<file path="config.mk">
export PLATFORM = sky130hd
export DESIGN_NAME = frame_demux_1ton_flat
export DESIGN_NICKNAME = d
export VERILOG_FILES = /design/src/rtl/frame_demux_if.sv /design/src/rtl/frame_demux_1ton.sv /design/src/flat_wrapper.sv
export SDC_FILE = /design/constraint.sdc
export NUM_CORES = 1
export LEC_CHECK = 0
export BUFFER_PORTS_ARGS = -buffer_cell sky130_fd_sc_hd__buf_2
export CORE_UTILIZATION = 50
export CTS_BUF_LIST = sky130_fd_sc_hd__clkbuf_4
export CTS_CLUSTER_DIAMETER = 80
export CTS_CLUSTER_SIZE = 12
export DETAILED_ROUTE_END_ITERATION = 12
export GPL_ROUTABILITY_DRIVEN = 1
export GPL_TIMING_DRIVEN = 0
export PLACE_DENSITY = 0.77
export SYNTH_ARGS = -nofsm -noshare
export SYNTH_HDL_FRONTEND = slang
export SYNTH_SLANG_ARGS = --single-unit
export TNS_END_PERCENT = 50
</file>
<file path="constraint.sdc">
create_clock -name clk -period 2.4 [get_ports clk]
set_clock_uncertainty 0.15 [all_clocks]
set_input_delay 0.24 -clock clk [delete_from_list [all_inputs] [get_ports clk]]
set_output_delay 0.24 -clock clk [all_outputs]
set_load 0.03 [all_outputs]
</file>
<file path="src/rtl/frame_demux_if.sv">
// frame_demux_if: ingress/egress word-stream bundle for frame_demux_1ton
//    in_data/in_valid/in_ready/in_sel : ingress word, handshake and egress mask
//    out_data/out_valid/out_ready     : shared egress word, per-port valid/ready
//    master: source/sink side, slave: demux side
interface frame_demux_if #(
   parameter int W = 9,
   parameter int N = 4
);
   logic [W-1:0] in_data;
   logic         in_valid;
   logic         in_ready;
   logic [N-1:0] in_sel;
   logic [W-1:0] out_data;
   logic [N-1:0] out_valid;
   logic [N-1:0] out_ready;
   modport master (output in_data, in_valid, in_sel, out_ready,
                   input  in_ready, out_data, out_valid);
   modport slave  (input  in_data, in_valid, in_sel, out_ready,
                   output in_ready, out_data, out_valid);
endinterface

</file>
<file path="src/rtl/frame_demux_1ton.sv">
// frame_demux_1ton: routes whole frames from one word stream to a subset of N ports
//    clk, rst_n  : clock, synchronous active-low reset
//    bus (slave) : ingress word/valid/ready/sel, egress word/valid[N]/ready[N]
//    drop_cnt    : saturating count of frames dropped for an all-zero mask
//    port_frames : per-port saturating delivered-frame counters
//                  (present only with FRAME_DEMUX_PORT_STATS_EN defined)
module frame_demux_1ton #(
   parameter int W     = 9,
   parameter int N     = 4,
   parameter int CNT_W = 16
) (
   input  logic             clk,
   input  logic             rst_n,
   frame_demux_if.slave     bus,
   output logic [CNT_W-1:0] drop_cnt
`ifdef FRAME_DEMUX_PORT_STATS_EN
   ,
   output logic [N*CNT_W-1:0] port_frames
`endif
);
   typedef enum logic [1:0] {IDLE, FWD, DROP} state_t;
   state_t       state, state_nxt;
   logic [N-1:0] mask, stage_mask, load_mask;
   logic [W-1:0] stage_data;
   logic         stage_valid, fire, accept, eof, rdy, load, drop_inc;
   assign eof           = bus.in_data[W-1];
   assign fire          = stage_valid & ((bus.out_ready & stage_mask) == stage_mask);
   assign accept        = bus.in_valid & rdy;
   assign bus.in_ready  = rdy;
   assign bus.out_data  = stage_data;
   assign bus.out_valid = stage_valid ? stage_mask : '0;
   always_comb begin
      state_nxt = state;
      rdy       = !stage_valid | fire;
      load      = 1'b0;
      drop_inc  = 1'b0;
      load_mask = mask;
      case (state)
         IDLE: begin
            // a frame that is about to be dropped never needs the stage
            rdy       = (bus.in_sel == '0) | !stage_valid | fire;
            load_mask = bus.in_sel;
            if (accept) begin
               load      = bus.in_sel != '0;
               drop_inc  = bus.in_sel == '0;
               state_nxt = eof ? IDLE : (bus.in_sel != '0 ? FWD : DROP);
            end
         end
         FWD: begin
            load      = accept;
            state_nxt = (accept && eof) ? IDLE : FWD;
         end
         DROP: begin
            rdy       = 1'b1;
            state_nxt = (accept && eof) ? IDLE : DROP;
         end
         default: state_nxt = IDLE;
      endcase
   end
   always_ff @(posedge clk) begin
      if (!rst_n) begin
         state       <= IDLE;
         mask        <= '0;
         stage_valid <= 1'b0;
         stage_mask  <= '0;
         stage_data  <= '0;
         drop_cnt    <= '0;
      end else begin
         state <= state_nxt;
         if (state == IDLE && accept) mask <= bus.in_sel;
         // reload wins over fire so back-to-back words see no bubble
         if (load) begin
            stage_valid <= 1'b1;
            stage_mask  <= load_mask;
            stage_data  <= bus.in_data;
         end else if (fire) begin
            stage_valid <= 1'b0;
         end
         if (drop_inc && !(&drop_cnt)) drop_cnt <= drop_cnt + CNT_W'(1);
      end
   end
`ifdef FRAME_DEMUX_PORT_STATS_EN
   for (genvar i = 0; i < N; i++) begin : g_stat
      always_ff @(posedge clk) begin
         if (!rst_n)
            port_frames[CNT_W*i +: CNT_W] <= '0;
         else if (fire && stage_data[W-1] && stage_mask[i] && !(&port_frames[CNT_W*i +: CNT_W]))
            port_frames[CNT_W*i +: CNT_W] <= port_frames[CNT_W*i +: CNT_W] + CNT_W'(1);
      end
   end
`endif
endmodule

</file>
<file path="src/flat_wrapper.sv">
// flat-port wrapper written by rule: the top's interface ports become plain ports
module frame_demux_1ton_flat 
#(
   parameter int W     = 9,
   parameter int N     = 4,
   parameter int CNT_W = 16
)
  (clk, rst_n, drop_cnt, bus_in_data, bus_in_valid, bus_in_sel, bus_out_ready, bus_in_ready, bus_out_data, bus_out_valid);
  frame_demux_if #(.W(W), .N(N)) bus_i ();
  input  logic clk;
  input  logic rst_n;
  output logic [CNT_W-1:0] drop_cnt;
  input wire logic [$bits(bus_i.in_data)-1:0] bus_in_data;
  input wire logic [$bits(bus_i.in_valid)-1:0] bus_in_valid;
  input wire logic [$bits(bus_i.in_sel)-1:0] bus_in_sel;
  input wire logic [$bits(bus_i.out_ready)-1:0] bus_out_ready;
  output wire logic [$bits(bus_i.in_ready)-1:0] bus_in_ready;
  output wire logic [$bits(bus_i.out_data)-1:0] bus_out_data;
  output wire logic [$bits(bus_i.out_valid)-1:0] bus_out_valid;
  assign bus_i.in_data = bus_in_data;
  assign bus_i.in_valid = bus_in_valid;
  assign bus_i.in_sel = bus_in_sel;
  assign bus_i.out_ready = bus_out_ready;
  assign bus_in_ready = bus_i.in_ready;
  assign bus_out_data = bus_i.out_data;
  assign bus_out_valid = bus_i.out_valid;
  frame_demux_1ton #(.W(W), .N(N), .CNT_W(CNT_W)) u_core (.clk(clk), .rst_n(rst_n), .bus(bus_i), .drop_cnt(drop_cnt));
endmodule
</file>
# Word-level counts from Yosys, hierarchy flattened
# Index checks and enable logic that the tools add are counted.
[word_totals]
wordCells = 42
register_bits = 36
inputBits = 20
out_inout_bits = 30
[classes]
reduce_logical = 10
mux = 15
add_sub_neg = 1
n_bitwise = 6
n_eq_ne = 4
[ops]
columns = ["operator", "n"]
rows = [
  ["$add A16 B1 Y16 const B", 1],
  ["$reduce_and A16 Y1", 1],
  ["$mux W2", 4],
  ["$mux W4", 2],
  ["$mux W1", 6],
  ["$pmux W2 S3", 1],
  ["$and A4 B4 Y4", 1],
  ["$eq A4 B4 Y1", 1],
  ["$logic_not A4 Y1", 1],
  ["$pmux W1 S2", 2],
  ["$reduce_bool A4 Y1", 1],
  ["$logic_and A1 B1 Y1", 3],
  ["$or A1 B1 Y1", 3],
  ["$and A1 B1 Y1", 2],
  ["$eq A2 B1 Y1 const B", 1],
  ["$eq A2 B2 Y1 const B", 1],
  ["$logic_not A1 Y1", 2],
  ["$logic_not A2 Y1", 1],
  ["$ne A2 B1 Y1 const B", 1],
  ["$reduce_bool A2 Y1", 1],
]

# Longest topological paths before layout
[depth]
ltp_word = 9
mapped_depth = 6
depth_no_buf = 5

# Least setup slack after synthesis
# OpenSTA, ideal clock, no wires.
[synth_path]
kind = "register -> register"
start = "register u_core.drop_cnt[7]"
end = "register u_core.drop_cnt[2]"
setup_ps = 101
period_less_slack_ps = 2047
stages_incl_launch_ff = 6
slack_ps = 353
n_path_buf = 1
arrival_time_ps = 1796
t_required_ps = 2149
path_cell_list = "dfxtp_1 nand4_1 nor4_2 buf_2 o311ai_0 o41ai_1"
[synth_between]
elab_chain_len = 3
[synth_lines]
columns = ["element", "line", "source"]
rows = [
  ["start: declaration", "frame_demux_1ton.sv:15", "output logic [CNT_W-1:0] drop_cnt"],
  ["start signal: assignment", "frame_demux_1ton.sv:79", "if (drop_inc && !(&drop_cnt)) drop_cnt <= drop_cnt + CNT_W'(1);"],
  ["$reduce_and A16 Y1", "frame_demux_1ton.sv:79", ""],
  ["$logic_not A1 Y1", "frame_demux_1ton.sv:79", ""],
  ["$logic_and A1 B1 Y1", "frame_demux_1ton.sv:79", ""],
]
# Every way passes these cells.
# A chain may end at the register's enable or synchronous reset.

# Final worst setup path
[layout_path]
start = "register u_core.stage_mask[2]"
end = "register u_core.stage_data[8] (netlist: u_core.bus.out_data[8])"
[layout_between]
elab_chain_len = 8
word_cells_on_any_way = 9
cone_classes = "eq/ne (1); mux (3); bitwise (5)"
[layout_lines]
columns = ["element", "line", "source"]
rows = [
  ["start: declaration", "frame_demux_1ton.sv:23", "logic [N-1:0] mask, stage_mask, load_mask;"],
  ["start signal: assignment", "frame_demux_1ton.sv:74", "stage_mask <= load_mask;"],
  ["$and A4 B4 Y4", "frame_demux_1ton.sv:27", "assign fire = stage_valid & ((bus.out_ready & stage_mask) == stage_mask);"],
  ["$eq A4 B4 Y1 (*)", "frame_demux_1ton.sv:27", ""],
  ["$and A1 B1 Y1 (*)", "frame_demux_1ton.sv:27", ""],
  ["$or A1 B1 Y1 (on tied branches)", "frame_demux_1ton.sv:34, frame_demux_1ton.sv:41", ""],
  ["$pmux W1 S2 (*)", "frame_demux_1ton.sv:38", "case (state)"],
  ["$and A1 B1 Y1 (*)", "frame_demux_1ton.sv:28", "assign accept = bus.in_valid & rdy;"],
  ["$mux W1", "frame_demux_1ton.sv:43", "if (accept) begin"],
  ["$pmux W1 S2 (*)", "frame_demux_1ton.sv:38", ""],
  ["end signal: assignment", "frame_demux_1ton.sv:75", "stage_data <= bus.in_data;"],
  ["end: declaration", "frame_demux_1ton.sv:24", "logic [W-1:0] stage_data;"],
]
# Mark *: on every way between the ends. The rest lies on a longest branch, timed or not.

==> metrics.cfg <==
[synth]
postSynth.topFlopCell = dfxtp_1
yosys_register_bits = 36
synth.yosys.warnings = 0
synth-edff-count = 0
avgSynthCellArea_sq_um = 8.81
syn_nets = 223
yosys.cell_types.count = 39
seq_area_frac_synth = 0.405
share_of_synthesized_registers_carrying_an_async_set_or_reset = 0
post_synth_inst_count = 202
syn-cell-area_sq_um = 1780

[critical_path]
r2r-end = u_core.bus.out_data[8]
critical_path_required_ns = 2.52
critical_path_buf_inv_count = 1
crit_type = flip-flop to flip-flop
arrival_ns = 2.26
endpoint_kind = flip-flop
crit_fanout = 10
critical_path.reg2reg.startpoint = u_core.stage_mask[2]
critical_path.cell_chain = nor2b_1 -> o41a_1 -> a2111oi_0 -> buf_4 -> mux2i_1
path_delay_family = compound AO/OA/AOI/OAI gates
crit_slowest_cell = o41a_1
reg2reg_depth = 5
cp-start-kind = flip-flop
r2r_slack_ns = 0.26
slowest_delay_ns = 0.48

[placement]
gp_congestion = 0.837
io_buffers = 49
dp_hpwl_mm = 2.86

[hold_path]
timing.hold.worst_path_depth = 3
hold_path.class = input port to flip-flop
worst_hold_startpoint = rst_n
destination_of_the_worst_hold_path = u_core.drop_cnt[13]

[clock_tree]
clock_latency_ns = 0.35
cts-buffers-inserted = 5
tritoncts = done
cts_htree_levels = 2
clock_tree.root_cell = clkbuf_4
cts_buffer_depth = 2
clkTransAtPathRegs_ns = 0.11
cts_num_sinks = 36
postCtsSetupBuffers = 0

[routing]
drc = 0
detailedRoute.firstPassIterationCount = 4
wirelength_mm = 4.07
avgViaCountPerCell = 5.43
wl_per_cell_um = 12.9
route.vias.total = 1709
antenna_left = 0
drt_iter0_drc = 47

[grt]
grt.overflow.total = 0
grt_pass1_wl_mm = 6.53
grt.total_usage = 0.239
antenna_found_initial = 0
grt_start_max_net_pins = 12
vias_in_the_first_global_route = 1480

[power_and_ir_drop]
max-vdd-ir-drop_v = 0.000356
leakage_nw = 0.959
p_total_mw = 1.12
power_density_nw_per_um2 = 497

[run_status]
run_status = complete, no violations

[floorplan]
die_h_um = 61.7
initial_core_utilization = 0.529
floorplan.io_pins = 50
dieArea_sq_um = 3800
coreArea_sq_um = 3360
core.rowCount = 21
die_w_um = 61.7

[timing]
max_slew.worst_pin.slew_ns = 0.533
timing.final.hold_violations = 0
achievable-frequency_mhz = 468
setup_repair_after_global_routing_missed_its_margin = no
final_max_slew_viol_count = 0
worst_slew_margin_rel = 0.644
timing.final.crit_period_ns = 2.14
tns_ns = 0
setup_viol = 0
finalCritPeriodShare = 0.891

[cells_and_area]
nFillCells = 318
syn_to_final_growth_pct = 26.4
antennaDiodeCount = 0
drive_gt1_frac = 0.253
layout.nets = 289

[job]
cap_violations = 0

==> final cells by class <==
type,instances,area [sq um],area share
Multi-Input combinational cell,152,1020,0.452
Sequential cell,36,721,0.320
Timing Repair Buffer,59,345,0.154
Tap cell,46,57.6,0.0256
Clock buffer,5,37.5,0.0167
Buffer,8,35.0,0.0156
Inverter,6,22.5,0.0100
Clock inverter,3,13.8,0.00612
==> cell usage after synthesis, types with 2 or more instances <==
library cell	number	area share
nand2_1	42	0.089
dfxtp_1	36	0.41
mux2i_1	18	0.10
a21oi_1	16	0.045
o31ai_1	9	0.038
or4_1	9	0.038
clkbuf_1	6	0.013
inv_1	6	0.013
and2_1	5	0.018
nand3_1	5	0.014
nand4_1	5	0.018
mux2_2	4	0.025
nor2b_1	4	0.014
o21ai_0	4	0.011
o41ai_1	4	0.020
or3_1	3	0.011
a2111oi_0	2	0.0098
and4_1	2	0.0098
nor2_1	2	0.0042
==> where the power goes <==
part	leakage, nW	switching [mW]	total, mW	internal, mW
registers	0.294	0.0148	0.637	0.622
clock network	0.0324	0.200	0.307	0.107
logic	0.633	0.101	0.175	0.0740
total	0.959	0.316	1.12	0.803
==> what timing repair did <==
| action | in CTS | in global routing |
|---|---|---|
| resized for setup | 0 | 2 |
| endpoints found under the hold margin | 9 | 0 |
| hold buffers | 10 | 0 |
| setup endpoints to repair | 0 | 2 |
==> registers in the layout, indices dropped and copies added, names as in the netlist <==
| name | count |
|---|---|
| u_core.stage_valid | 1 |
| u_core.drop_cnt | 16 |
| u_core.bus.out_data | 9 |
| u_core.state | 2 |
| u_core.mask | 4 |
| u_core.stage_mask | 4 |
==> cell usage in the layout, fill, tap and decap left out, drive strengths merged, types with 3 or more instances in the layout <==
cell type	instances
mux2i	18
or3	3
nand4	6
nand2	42
mux2	4
nor2b	4
dlygate4sd3	10
inv	6
o31ai	9
nand3	5
dfxtp	36
clkbuf	11
o41ai	4
or4	9
o21ai	5
and2	5
a21oi	16
clkinv	3
buf	51
==> metrics by stage <==
step / hold WS [ns] / util / std cells / worst slack (ns) / area, sq um
after floorplan: 0.202 / - / 202 / 0.353 / 1780
after global placement: 0.293 / 0.619 / 297 / 0.250 / 2080
after detailed placement: 0.296 / 0.619 / 297 / 0.216 / 2080
after CTS: 0.0156 / 0.664 / 315 / 0.178 / 2230
after global routing: 0.0250 / 0.669 / 315 / 0.0847 / 2250
final: 0.0234 / 0.669 / 315 / 0.262 / 2250
==> metal layers <==
layer	share of wire	GRT usage
met1	0.46	0.304
met4	0.015	0.117
met5	0	0
met3	0.050	0.0483
met2	0.47	0.386
==> tightest hold or removal path: stages <==
cell and delay [ns]:
buf_2 0.12, nand2b_1 0.06, mux2i_1 0.06
==> cell families (layout without fill, tap and decap cells) <==
family / Yosys count / after routing / share of synthesized area
and+or+nand+nor: 86 / 86 / 0.266
adders and majority gates: 1 / 1 / 0.00703
DFF: 36 / 36 / 0.405
buffers and inverters: 14 / 81 / 0.0323
AOI/OAI and AO/OA: 43 / 43 / 0.163
muxes: 22 / 22 / 0.127
==> how the worst max path moves through the flow <==
| stage | from | to | slack (ns) | cells past startpoint |
|---|---|---|---|---|
| 2_1_floorplan | u_core.drop_cnt[7] | u_core.drop_cnt[2] | 0.35 | 5 |
| 3_3_place_gp | u_core.drop_cnt[7] | u_core.drop_cnt[2] | 0.25 | 5 |
| 3_5_place_dp | u_core.drop_cnt[7] | u_core.drop_cnt[2] | 0.22 | 5 |
| 4_1_cts | u_core.drop_cnt[7] | u_core.drop_cnt[2] | 0.18 | 5 |
| 5_1_grt | u_core.stage_mask[2] | u_core.bus.out_data[3] | 0.08 | 5 |
| 6_report | u_core.stage_mask[2] | u_core.bus.out_data[8] | 0.26 | 5 |
No activity file was read; power rests on OpenSTA's default activity.
